**config.mk**
```make
export PLATFORM = sky130hd
export DESIGN_NAME = mux_rr_stream
export DESIGN_NICKNAME = d
export VERILOG_FILES = /design/src/rtl/mux_rr_stream.sv
export SDC_FILE = /design/constraint.sdc
export NUM_CORES = 1
export LEC_CHECK = 0
export ABC_CLOCK_PERIOD_IN_PS = 7000
export CAP_MARGIN = 20
export CORE_UTILIZATION = 33
export DETAILED_ROUTE_END_ITERATION = 16
export HOLD_SLACK_MARGIN = 0.06
export PLACE_DENSITY = 0.82
export SYNTH_ARGS = -nofsm -noshare
export SYNTH_HDL_FRONTEND = slang
export SYNTH_SLANG_ARGS = --single-unit
```
**constraint.sdc**
```tcl
create_clock -name iClk -period 7 [get_ports iClk]
set_clock_uncertainty 0.05 [all_clocks]
set_input_delay 2.1 -clock iClk [delete_from_list [all_inputs] [get_ports iClk]]
set_output_delay 2.1 -clock iClk [all_outputs]
set_load 0.02 [all_outputs]
```
**src/rtl/mux_rr_stream.sv**
```systemverilog
// ---------------------------------------------------------------------------
// mux_rr_stream
//   N-to-1 valid/ready stream multiplexer with a single registered output
//   stage. Each cycle one requesting input is granted, by fixed priority
//   (lowest index) or round-robin starting from a rotating pointer,
//   selected at run time by iMode.
//
// Ports
//   iClk    : clock, rising edge
//   iRstN   : asynchronous active-low reset
//   iMode   : 0 = fixed priority, 1 = round-robin
//   iValid  : per-channel request, bit k = channel k
//   iData   : packed channel data, channel k at [k*WIDTH +: WIDTH]
//   oReady  : per-channel accept, one-hot or zero, combinational
//   oValid  : output beat valid (registered)
//   oData   : output beat data (registered)
//   oSel    : index of the channel that produced the output beat (registered)
//   iReady  : downstream accept
// ---------------------------------------------------------------------------
module mux_rr_stream #(
    parameter int NUM_IN = 4,
    parameter int WIDTH  = 8,
    localparam int SEL_W = (NUM_IN > 1) ? $clog2(NUM_IN) : 1
) (
    input  logic                    iClk,
    input  logic                    iRstN,
    input  logic                    iMode,
    input  logic [NUM_IN-1:0]       iValid,
    input  logic [NUM_IN*WIDTH-1:0] iData,
    output logic [NUM_IN-1:0]       oReady,
    output logic                    oValid,
    output logic [WIDTH-1:0]        oData,
    output logic [SEL_W-1:0]        oSel,
    input  logic                    iReady
);

    logic [SEL_W-1:0] ptr;
    logic [SEL_W-1:0] grant;
    logic [SEL_W-1:0] lo_idx;
    logic [SEL_W-1:0] hi_idx;
    logic             any_req;
    logic             hi_found;
    logic             load_en;
    logic             xfer;
    logic [WIDTH-1:0] chan_data [NUM_IN];

    for (genvar k = 0; k < NUM_IN; k++) begin : g_unpack
        assign chan_data[k] = iData[k*WIDTH +: WIDTH];
    end

    // Round-robin is done as two searches instead of a rotate: the first
    // requester at or above ptr wins; if there is none, the search wraps,
    // which is simply the lowest requester overall. That lowest requester
    // is also the fixed-priority winner, so both modes share one scan.
    always_comb begin
        lo_idx   = '0;
        hi_idx   = '0;
        any_req  = 1'b0;
        hi_found = 1'b0;
        for (int unsigned k = 0; k < NUM_IN; k++) begin
            if (iValid[k] && !any_req) begin
                lo_idx  = SEL_W'(k);
                any_req = 1'b1;
            end
            if (iValid[k] && !hi_found && (k >= 32'(ptr))) begin
                hi_idx   = SEL_W'(k);
                hi_found = 1'b1;
            end
        end
    end

    assign grant   = (iMode && hi_found) ? hi_idx : lo_idx;
    assign load_en = !oValid || iReady;
    // Gating with iRstN keeps oReady quiet while reset is held, when the
    // empty output stage would otherwise advertise a load.
    assign xfer    = iRstN && load_en && any_req;
    assign oReady  = xfer ? (NUM_IN'(1) << grant) : '0;

    always_ff @(posedge iClk or negedge iRstN) begin
        if (!iRstN) begin
            oValid <= 1'b0;
            oData  <= '0;
            oSel   <= '0;
            ptr    <= '0;
        end else if (load_en) begin
            if (any_req) begin
                oValid <= 1'b1;
                oData  <= chan_data[grant];
                oSel   <= grant;
                if (iMode) begin
                    ptr <= (grant == SEL_W'(NUM_IN - 1)) ? '0 : grant + SEL_W'(1);
                end
            end else begin
                oValid <= 1'b0;
            end
        end
    end

endmodule

```
### After elaboration in Yosys (flattened, before gate mapping)

Index checks and enable logic that the tools add are counted.

| word-level totals | value |
|---|---|
| input bits | 40 |
| logic and storage cells | 55 |
| flip-flop bits (word level) | 13 |
| output and inout bits | 15 |

| cells by class | value |
|---|---|
| multiplexer cells | 21 |
| $lt $le $gt $ge | 4 |
| equality and inequality tests | 1 |
| reduce and logical (&&, ||, !) cells | 22 |
| shifts and indexed selects | 1 |
| bitwise gates (word level) | 1 |
| add/sub/neg operators | 1 |

Operators by type and width:

| kind | number |
|---|---|
| binary-select mux 8 bit (select 2 bit) | 1 |
| 2-to-1 mux 8 bit | 2 |
| logical AND 1 bit | 12 |
| 2-to-1 mux 2 bit | 6 |
| 2-to-1 mux 1 bit | 11 |
| zero test 1 bit | 7 |
| greater-or-equal comparator 1 x 2 -> 1 bit, first input constant | 2 |
| 2-to-1 mux 4 bit | 1 |
| << shifter 1 x 2 -> 4 bit, first input constant | 1 |
| greater-or-equal comparator 3 bit, second input constant | 1 |
| NOT 2 -> 3 bit | 1 |
| AND reduction 3 bit | 1 |
| adder 2 x 1 -> 2 bit, second input constant | 1 |
| equality test 2 bit, second input constant | 1 |
| greater-or-equal comparator 2 bit, first input constant | 1 |
| AND reduction 2 bit | 1 |
| logical OR 1 bit | 1 |

### Longest topological paths before layout

Gate-level depths: netlist (run 1).

| depth | value |
|---|---|
| depth in word-level cells | 20 |
| gate-level depth with buffers | 8 |
| gate-level depth less buffers | 7 |

### Worst setup path after synthesis (run 1)

Ideal clock, no wire load.

| timing | value |
|---|---|
| kind | input to output |
| start point | input port iValid[3] |
| end point | output port oReady[3] |
| arrival | 3524 ps |
| buffers on the path | 1 |
| required time | 4850 ps |
| path slack | 1326 ps |
| stages on the path | 7 |
| cell sequence | a21o_1 o21ai_2 mux2i_4 buf_4 inv_1 ha_1 and3_1 |

| between the ends | value |
|---|---|
| longest elaborated chain between the ends | 6 |
| elaborated cells on any way between the ends | 11 |
| classes of those cells | 1 x shift; 6 x mux; 4 x reduce/logical |

Ends and longest elaborated chain:

| what | RTL line | source |
|---|---|---|
| start, declared | 28 | `input logic [NUM_IN-1:0] iValid,` |
| logical AND 1 bit | 65 | `if (iValid[k] && !hi_found && (k >= 32'(ptr))) begin` |
| 2-to-1 mux 1 bit | 65 |  |
| logical AND 1 bit | 72 | `assign grant = (iMode && hi_found) ? hi_idx : lo_idx;` |
| 2-to-1 mux 2 bit * | 72 |  |
| net grant[0] | 38 | `logic [SEL_W-1:0] grant;` |
| << shifter 1 x 2 -> 4 bit * | 77 | `assign oReady = xfer ? (NUM_IN'(1) << grant) : '0;` |
| 2-to-1 mux 4 bit * | 77 |  |
| end, declared | 30 | `output logic [NUM_IN-1:0] oReady,` |

The timed path passes the listed nets; every way through them passes the cells marked *.

### Worst setup path after layout (run 1)

| timing | value |
|---|---|
| start point | input port iValid[1] |
| end point | output port oReady[1] |

| between the ends | value |
|---|---|
| longest elaborated chain between the ends | 14 |
| elaborated cells on any way between the ends | 29 |
| classes of those cells | 1 x shift; 14 x mux; 14 x reduce/logical |

Ends and longest elaborated chain:

| what | RTL line |
|---|---|
| logical AND 1 bit (2 in series) | 65 |
| 2-to-1 mux 1 bit | 65 |
| zero test 1 bit | 65 |
| logical AND 1 bit (2 in series) | 65 |
| 2-to-1 mux 1 bit | 65 |
| zero test 1 bit | 65 |
| logical AND 1 bit | 65 |
| 2-to-1 mux 1 bit | 65 |
| logical AND 1 bit | 72 |
| 2-to-1 mux 2 bit | 72 |
| << shifter 1 x 2 -> 4 bit | 77 |
| 2-to-1 mux 4 bit * | 77 |

Every way passes the cells marked *; elsewhere a longest branch is shown, timed or not.

==> results of run 1 <==
## logic make-up after synthesis
family / after synthesis
buf+inv: 8
fa+ha+maj: 4
flops: 13
mux: 21
simple gates: 30
compound gates: 22
## metrics by stage
stage               util, %  hold slack, ps
finish                 56.9             442
global route           56.9             475
CTS                    56.9             444
detailed placement     55.9             428
global placement       55.9             417
floorplan                 -             508
## state kept, by name, summed over array words and instances (netlist names)
register	count
oData	8
oValid	1
ptr	2
oSel	2
## placed cells by master, fill, tap and decap left out
master,instances
clkbuf_1,1
nand2b_1,3
mux2i_1,10
dfrtp_1,13
nand2_2,1
o2bb2ai_1,1
a221o_1,6
mux2i_4,1
nand2_1,10
o211ai_1,1
clkbuf_4,3
nor4_1,1
a21oi_1,4
o21a_1,1
inv_1,4
buf_4,4
mux2_2,4
a31oi_1,2
nand3_1,8
o21ai_0,3
mux2_1,6
ha_1,4
o21ai_2,1
a21o_1,3
nor2_1,3
clkdlybuf4s50_1,54
and3_1,4
## tightest hold or removal path: stages, from the launching register on
cell	delay [ps]
dfrtp_1	350
nand2_1	50
o21ai_0	60
## path summary, 6_finish.rpt
| path | startpoint | endpoint | slack, ps | cells after the start |
|---|---|---|---|---|
| max in group asynchronous | iRstN | oData[6]$_DFFE_PN0P_ | 4620 | 2 |
| min reg2reg | oSel[0]$_DFFE_PN0P_ | oSel[0]$_DFFE_PN0P_ | 440 | 2 |
| max | iValid[1] | oReady[1] | 430 | 8 |
| min | oSel[0]$_DFFE_PN0P_ | oSel[0]$_DFFE_PN0P_ | 440 | 2 |
| max reg2reg | ptr[1]$_DFFE_PN0P_ | oData[5]$_DFFE_PN0P_ | 4600 | 7 |
| min in group asynchronous | iRstN | ptr[1]$_DFFE_PN0P_ | 2100 | 2 |
## where the power goes
part	switching (mW)	internal, mW	total (mW)
Combinational	0.0999	0.112	0.212
Clock	0.0228	0.0220	0.0449
Sequential	0.0191	0.0989	0.118
Total	0.142	0.233	0.375
## layer usage
layer	share of wire [%]	vias up	global-route usage, %
li1	-	481	-
met5	0	-	0
met2	47	57	30.8
met4	2.6	0	8.93
met1	41	470	21.8
met3	8.7	10	5.12
## final cells by class
type	count	area (um^2)	share of cell area (%)
multi-input combinational	77	593	37.8
tap	31	38.8	2.47
timing repair buffer	58	571	36.4
inverter	4	15.0	0.957
clock buffer	4	26.3	1.67
sequential	13	325	20.7
==> results.yml, run 1 <==
placed_design:
  dp_hpwl_mm: 2.19
  gp_congestion: 0.773
  dp_slack_ps: 474
  place_inst: 183
  place_area_um2: 1540
  portBuffers: 54
sta:
  period_share_pct: 93.9
  maxSlewHeadroom_pct: 39.6
  setup_ws_ps: 429
  hold_viol: 0
  tightest_slew_ps: 906
  post-route-min-period_ps: 6570
  max_freq_mhz: 152
  setup_viol: 0
  drv_slew: 0
  rsz0062_at_grt: "no"
  setup_tns_ps: 0
cells_and_area:
  layout.nets: 201
  layout-drive-gt1-share_pct: 8.97
  fin_cells: 187
  finalInstanceArea_um2: 1570
  fill_cells: 249
  areaGrowthSynthToFinish_pct: 64.6
  diodes: 0
worst_setup_path:
  critical_path_class: "in2out"
  crit_slowest_cell: "clkdlybuf4s50_1"
  max_stage_delay_ps: 530
  end_kind: "output port"
  worstPathMaxFanout: 8
  critPathMostFrequentCell: "clkdlybuf4s50_1"
  worst_ep_required_time_ps: 4850
  cp-start-kind: "primary input"
  cp_cell_sequence: "clkdlybuf4s50_1 -> o211ai_1 -> a21oi_1 -> nor2_1 -> inv_1 -> ha_1 -> and3_1 -> clkdlybuf4s50_1"
  crit_buf_inv: 3
  critPathTopFamily: "buffers and inverters"
  cp_data_arrival_time_ps: 4420
yosys:
  ys_seq_elements: 13
  netlist_area_um2: 953
  yosysUniqueCellTypes: 26
  synthMuxAreaShare_pct: 24.7
  ys.flop_type: "dfrtp_1"
  synth.top_cells.by_count: "dfrtp_1, mux2i_1, nand2_1"
  syn_inst: 98
  synth_top_family_by_area: "multiplexers"
  synth.yosys.warnings: 0
  synth_compound_area_share_pct: 17.1
  synth.avg_cell_area_um2: 9.73
  synth-simple-area-share_pct: 15.2
  synth_edf_count: 0
  netlist.top_cell.by_area: "dfrtp_1"
  synth_top_area_share_pct: 34.1
  synth_fa_ha_area_share_pct: 5.25
  synth_most_common_cell: "dfrtp_1"
  synth_xor_area_share_pct: 0
  async_flop_share_pct: 100
  synthesis.nets: 142
  synth.area.top_cells: "dfrtp_1, mux2i_1, mux2_1, a221o_1, ha_1"
  ys_seq_area_share_pct: 34.1
floorplanning:
  io_pins: 55
  core_area_um2: 2760
  die_y_um: 55.8
  core.rowCount: 19
  dieArea_um2: 3110
  initial_core_util_pct: 34.6
  die_w_um: 55.8
cts:
  post_cts_buffers: 0
  clock_path_buffers: 2
  cts_root_buf: "clkbuf_4"
  clock-sinks: 13
  insertion_delay_ps: 270
  cts.htree.levels: 1
  cts_repair_resize_count: 0
  cts_hold_buf: 0
  cts_tree: "built"
  path_clk_slew_ps: 70
  cts_buffers: 3
drt:
  dr.pass1.iters: 5
  dr.first_iter.drc_count: 75
  wl_per_cell_um: 15.1
  drt_wl_total_mm: 2.83
  antenna_left: 0
  avgViaCountPerCell: 5.44
  dr_total_vias: 1018
  drc_errors: 0
run:
  maxCapViolations: 0
global_routing:
  overflow: 0
  track_usage_pct: 18.5
  grt_max_degree: 18
  grt_pass1_vias: 954
  antenna_found_initial: 0
  grt_first_pass_wirelength_mm: 4.43
power:
  p_leak_nw: 0.677
  power.total_mw: 0.375
  powerDensity_nw_per_um2: 239
  irDropWorstVdd_mv: 0.149
status:
  outcome: "completed"
min_path:
  hp-class: "reg2reg"
(Power assumes the default switching activity.)
==> run 2, diff against run 1 <==
--- a/config.mk
+++ b/config.mk
@@ -10,7 +10,7 @@
 export CORE_UTILIZATION = 33
 export DETAILED_ROUTE_END_ITERATION = 16
 export HOLD_SLACK_MARGIN = 0.06
-export PLACE_DENSITY = 0.82
+export PLACE_DENSITY_LB_ADDON = 0.05
 export SYNTH_ARGS = -nofsm -noshare
 export SYNTH_HDL_FRONTEND = slang
 export SYNTH_SLANG_ARGS = --single-unit
==> results.yml, run 2 (synthesis results as in run 1) <==
status:
  outcome: "completed"
min_path:
  holdPathStages: 1
  hold_path_end: "oSel[1]$_DFFE_PN0P_"
  hp-start: "oSel[1]$_DFFE_PN0P_"
  hp-class: "reg2reg"
power:
  sequentialPowerShare_pct: 31.6
  irDropWorstVdd_mv: 0.154
  swShare_pct: 37.6
  p_leak_nw: 0.677
  powerDensity_nw_per_um2: 238
  intPower_mw: 0.233
  p_clk_share_pct: 12.2
  switchingPower_mw: 0.140
  power.total_mw: 0.373
  combPwrFrac_pct: 56.2
sta:
  setup_tns_ps: 0
  maxSlewHeadroom_pct: 35.4
  period_share_pct: 93.2
  tightest_slew_ps: 968
  setup_viol: 0
  drv_slew: 0
  rsz0062_at_grt: "no"
  setup_ws_ps: 473
  hold_viol: 0
  post-route-min-period_ps: 6530
  max_freq_mhz: 153
drt:
  drc_errors: 0
  antenna_left: 0
  dr.pass1.iters: 3
  avgViaCountPerCell: 5.25
  wl_per_cell_um: 14.4
  drt_wl_total_mm: 2.69
  dr.first_iter.drc_count: 37
  dr_total_vias: 981
cts:
  clock-sinks: 13
  cts_hold_buf: 0
  cts.htree.levels: 1
  post_cts_buffers: 0
  cts_buffers: 3
  cts_tree: "built"
  clock_path_buffers: 2
  cts_root_buf: "clkbuf_4"
  cts_repair_resize_count: 0
  path_clk_slew_ps: 80
  insertion_delay_ps: 270
worst_setup_path:
  critical_path_class: "in2out"
  cp_data_arrival_time_ps: 4380
  worst_ep_required_time_ps: 4850
  worstPathMaxFanout: 14
  reg2reg_to: "oData[3]$_DFFE_PN0P_"
  ff2ff_path_depth: 7
  reg2reg_slack_ps: 4650
  end_kind: "output port"
  reg2reg_from: "ptr[1]$_DFFE_PN0P_"
  cp-start-kind: "primary input"
cells_and_area:
  finalInstanceArea_um2: 1570
  layout_common_cells: "clkdlybuf4s50_1, dfrtp_1, nand2_1, mux2i_1, nand3_1"
  fill_cells: 264
  layout-drive-gt1-share_pct: 8.97
  largest_reg_flops: 8
  final_common_cell: "clkdlybuf4s50_1"
  diodes: 0
  layout.nets: 201
  reg_top3: "oData (8), oSel (2), ptr (2)"
  areaGrowthSynthToFinish_pct: 64.6
  top_register: "oData"
placed_design:
  portBuffers: 54
  place_area_um2: 1540
  gp_congestion: 0.805
  dp_slack_ps: 506
  dp_hpwl_mm: 2.14
floorplanning:
  die_w_um: 55.8
  core.rowCount: 19
  die_y_um: 55.8
  dieArea_um2: 3110
  core_area_um2: 2760
  io_pins: 55
  initial_core_util_pct: 34.6
global_routing:
  grt_first_pass_wirelength_mm: 4.57
  antenna_found_initial: 0
  grt_pass1_vias: 1077
  track_usage_pct: 18.6
  grt_max_degree: 15
  overflow: 0
run:
  maxCapViolations: 0
[run 2: cell counts in the layout (fill, tap and decap cells not counted)]
Identical to the previous run, type by type.
[run 2: critical path: stages]
cell and delay (ps):
clkdlybuf4s50_1 550, nor4_1 110, a21oi_1 760, and3_1 260, clkdlybuf4s50_1 600
[run 2: how the worst max path moves through the flow]
stage / slack, ps / endpoint / from / cells past startpoint
after global routing: 360 / oReady[3] / iValid[1] / 5
after floorplan: 1330 / oReady[3] / iValid[3] / 7
after global placement: 570 / oReady[3] / iValid[2] / 8
after detailed placement: 510 / oReady[2] / iValid[2] / 5
after CTS: 500 / oReady[0] / iValid[1] / 5
final: 470 / oReady[2] / iValid[1] / 5
[run 2: final cells by class]
class                           instances  area [um^2]  area share [%]
Multi-Input combinational cell         77          593            37.8
Timing Repair Buffer                   58          571            36.4
Sequential cell                        13          325            20.7
Tap cell                               31         38.8            2.47
Clock buffer                            4         26.3            1.67
Inverter                                4         15.0           0.957
[run 2: power by group through the flow]
stage / combinational, mW / clock, mW / sequential [mW]
finish: 0.210 / 0.0454 / 0.118
global route: 0.226 / 0.0507 / 0.122
CTS: 0.213 / 0.0478 / 0.118
detailed placement: 0.212 / 0 / 0.119
global placement: 0.208 / 0 / 0.118
floorplan: 0.0981 / 0 / 0.140
[run 2: routing by layer]
metal	vias up	part of all wire, %	GRT usage, %
met3	4	6.8	3.95
met2	37	49	33.0
met5	-	0	0
met1	457	43	22.5
met4	0	1.0	5.71
li1	483	-	-
[run 2: per-stage QoR]
stage / instances / utilization [%] / hold WS (ps)
detailed placement: 183 / 55.9 / 420
floorplan: 98 / - / 508
CTS: 187 / 56.9 / 437
finish: 187 / 56.9 / 432
global route: 187 / 56.9 / 464
global placement: 183 / 55.9 / 412
==> run 3, diff against run 2 <==
--- a/config.mk
+++ b/config.mk
@@ -5,12 +5,12 @@
 export SDC_FILE = /design/constraint.sdc
 export NUM_CORES = 1
 export LEC_CHECK = 0
-export ABC_CLOCK_PERIOD_IN_PS = 7000
 export CAP_MARGIN = 20
 export CORE_UTILIZATION = 33
 export DETAILED_ROUTE_END_ITERATION = 16
 export HOLD_SLACK_MARGIN = 0.06
 export PLACE_DENSITY_LB_ADDON = 0.05
+export RECOVER_POWER = 25
 export SYNTH_ARGS = -nofsm -noshare
 export SYNTH_HDL_FRONTEND = slang
 export SYNTH_SLANG_ARGS = --single-unit
==> results.yml, run 3 (synthesis results as in run 1) <==
worst_setup_path:
  crit_slowest_cell: "a21oi_1"
  critical_path_class: "in2out"
  max_stage_delay_ps: 760
  crit_buf_inv: 2
  worstPathMaxFanout: 14
  cp-start-kind: "primary input"
  end_kind: "output port"
  cp_cell_sequence: "clkdlybuf4s50_1 -> nor4_1 -> a21oi_1 -> and3_1 -> clkdlybuf4s50_1"
  worst_ep_required_time_ps: 4850
  cp_data_arrival_time_ps: 4380
  critPathTopFamily: "buffers and inverters"
  critPathMostFrequentCell: "clkdlybuf4s50_1"
sta:
  drv_slew: 0
  period_share_pct: 93.2
  max_freq_mhz: 153
  post-route-min-period_ps: 6530
  rsz0062_at_grt: "no"
  tightest_slew_ps: 968
  hold_viol: 0
  maxSlewHeadroom_pct: 35.4
  setup_viol: 0
  setup_tns_ps: 0
floorplanning:
  core.rowCount: 19
  initial_core_util_pct: 34.6
  die_y_um: 55.8
  dieArea_um2: 3110
  core_area_um2: 2760
  io_pins: 55
  die_w_um: 55.8
drt:
  wl_per_cell_um: 14.4
  drt_wl_total_mm: 2.69
  dr.first_iter.drc_count: 37
  dr_total_vias: 981
  dr.pass1.iters: 3
  drc_errors: 0
  antenna_left: 0
  avgViaCountPerCell: 5.25
cts:
  cts.htree.levels: 1
  cts_buffers: 3
  path_clk_slew_ps: 80
  cts_repair_resize_count: 0
  post_cts_buffers: 0
  clock-sinks: 13
  clock_path_buffers: 2
  cts_tree: "built"
  insertion_delay_ps: 270
  cts_root_buf: "clkbuf_4"
  cts_hold_buf: 0
cells_and_area:
  top_register: "oData"
  fill_cells: 266
  layout_common_cells: "clkdlybuf4s50_1, dfrtp_1, nand2_1, mux2i_1, nand3_1"
  layout-drive-gt1-share_pct: 8.33
  areaGrowthSynthToFinish_pct: 64.2
  reg_top3: "oData (8), oSel (2), ptr (2)"
  diodes: 0
  finalInstanceArea_um2: 1570
  final_common_cell: "clkdlybuf4s50_1"
  largest_reg_flops: 8
  layout.nets: 201
placed_design:
  gp_congestion: 0.805
  portBuffers: 54
  place_area_um2: 1540
  dp_hpwl_mm: 2.14
status:
  outcome: "completed"
global_routing:
  grt_first_pass_wirelength_mm: 4.57
  grtUsageMet1_pct: 22.5
  grtUsageMet3_pct: 3.95
  grt_max_degree: 15
  grtUsageMet2_pct: 33.0
  top_usage_layer: "met2"
  track_usage_pct: 18.6
  grt_pass1_vias: 1077
  antenna_found_initial: 0
  overflow: 0
power:
  p_leak_nw: 0.674
  powerDensity_nw_per_um2: 238
  irDropWorstVdd_mv: 0.154
  power.total_mw: 0.373
run:
  maxCapViolations: 0
min_path:
  hp-class: "reg2reg"
==> run 3: power by group <==
part	internal, mW	total [mW]	switching (mW)
Clock	0.0220	0.0454	0.0234
Combinational	0.112	0.209	0.0979
Sequential	0.0988	0.118	0.0191
==> run 3: worst paths after layout <==
kind	cells past startpoint	slack, ps	from	end
setup / recovery	5	470	iValid[1]	oReady[2]
min in group asynchronous	2	2490	iRstN	oData[3]$_DFFE_PN0P_
max in group asynchronous	2	3950	iRstN	oSel[1]$_DFFE_PN0P_
setup reg to reg	7	4650	ptr[1]$_DFFE_PN0P_	oData[3]$_DFFE_PN0P_
hold reg to reg	1	430	oSel[1]$_DFFE_PN0P_	oSel[1]$_DFFE_PN0P_
hold / removal	1	430	oSel[1]$_DFFE_PN0P_	oSel[1]$_DFFE_PN0P_
==> run 3: per-stage QoR <==
step,utilization (%),worst slack [ps],hold slack (ps),cells
finish,56.8,473,432,187
global route,56.8,357,464,187
CTS,56.9,501,437,187
detailed placement,55.9,506,420,183
global placement,55.9,572,412,183
floorplan,-,1330,508,98
==> run 3: final cells by class <==
cell class	instances	area [um^2]	area share, %
clock buffer	4	26.3	1.68
inverter	4	15.0	0.959
timing repair buffer	58	567	36.2
multi-input combinational	77	593	37.9
sequential	13	325	20.8
tap	31	38.8	2.48
==> run 3: worst reg2reg max path, cell delays in order, from the launching register on <==
cell and delay [ps]:
dfrtp_1 470, nand2_2 80, a21o_1 200, o21ai_2 190
mux2i_4 340, buf_4 250, mux2_1 340, a221o_1 330
==> run 3: metal layers <==
layer	up-vias	routed length, um
met5	-	0
met3	4	184
met2	37	1320
met4	0	28
li1	483	-
met1	457	1160
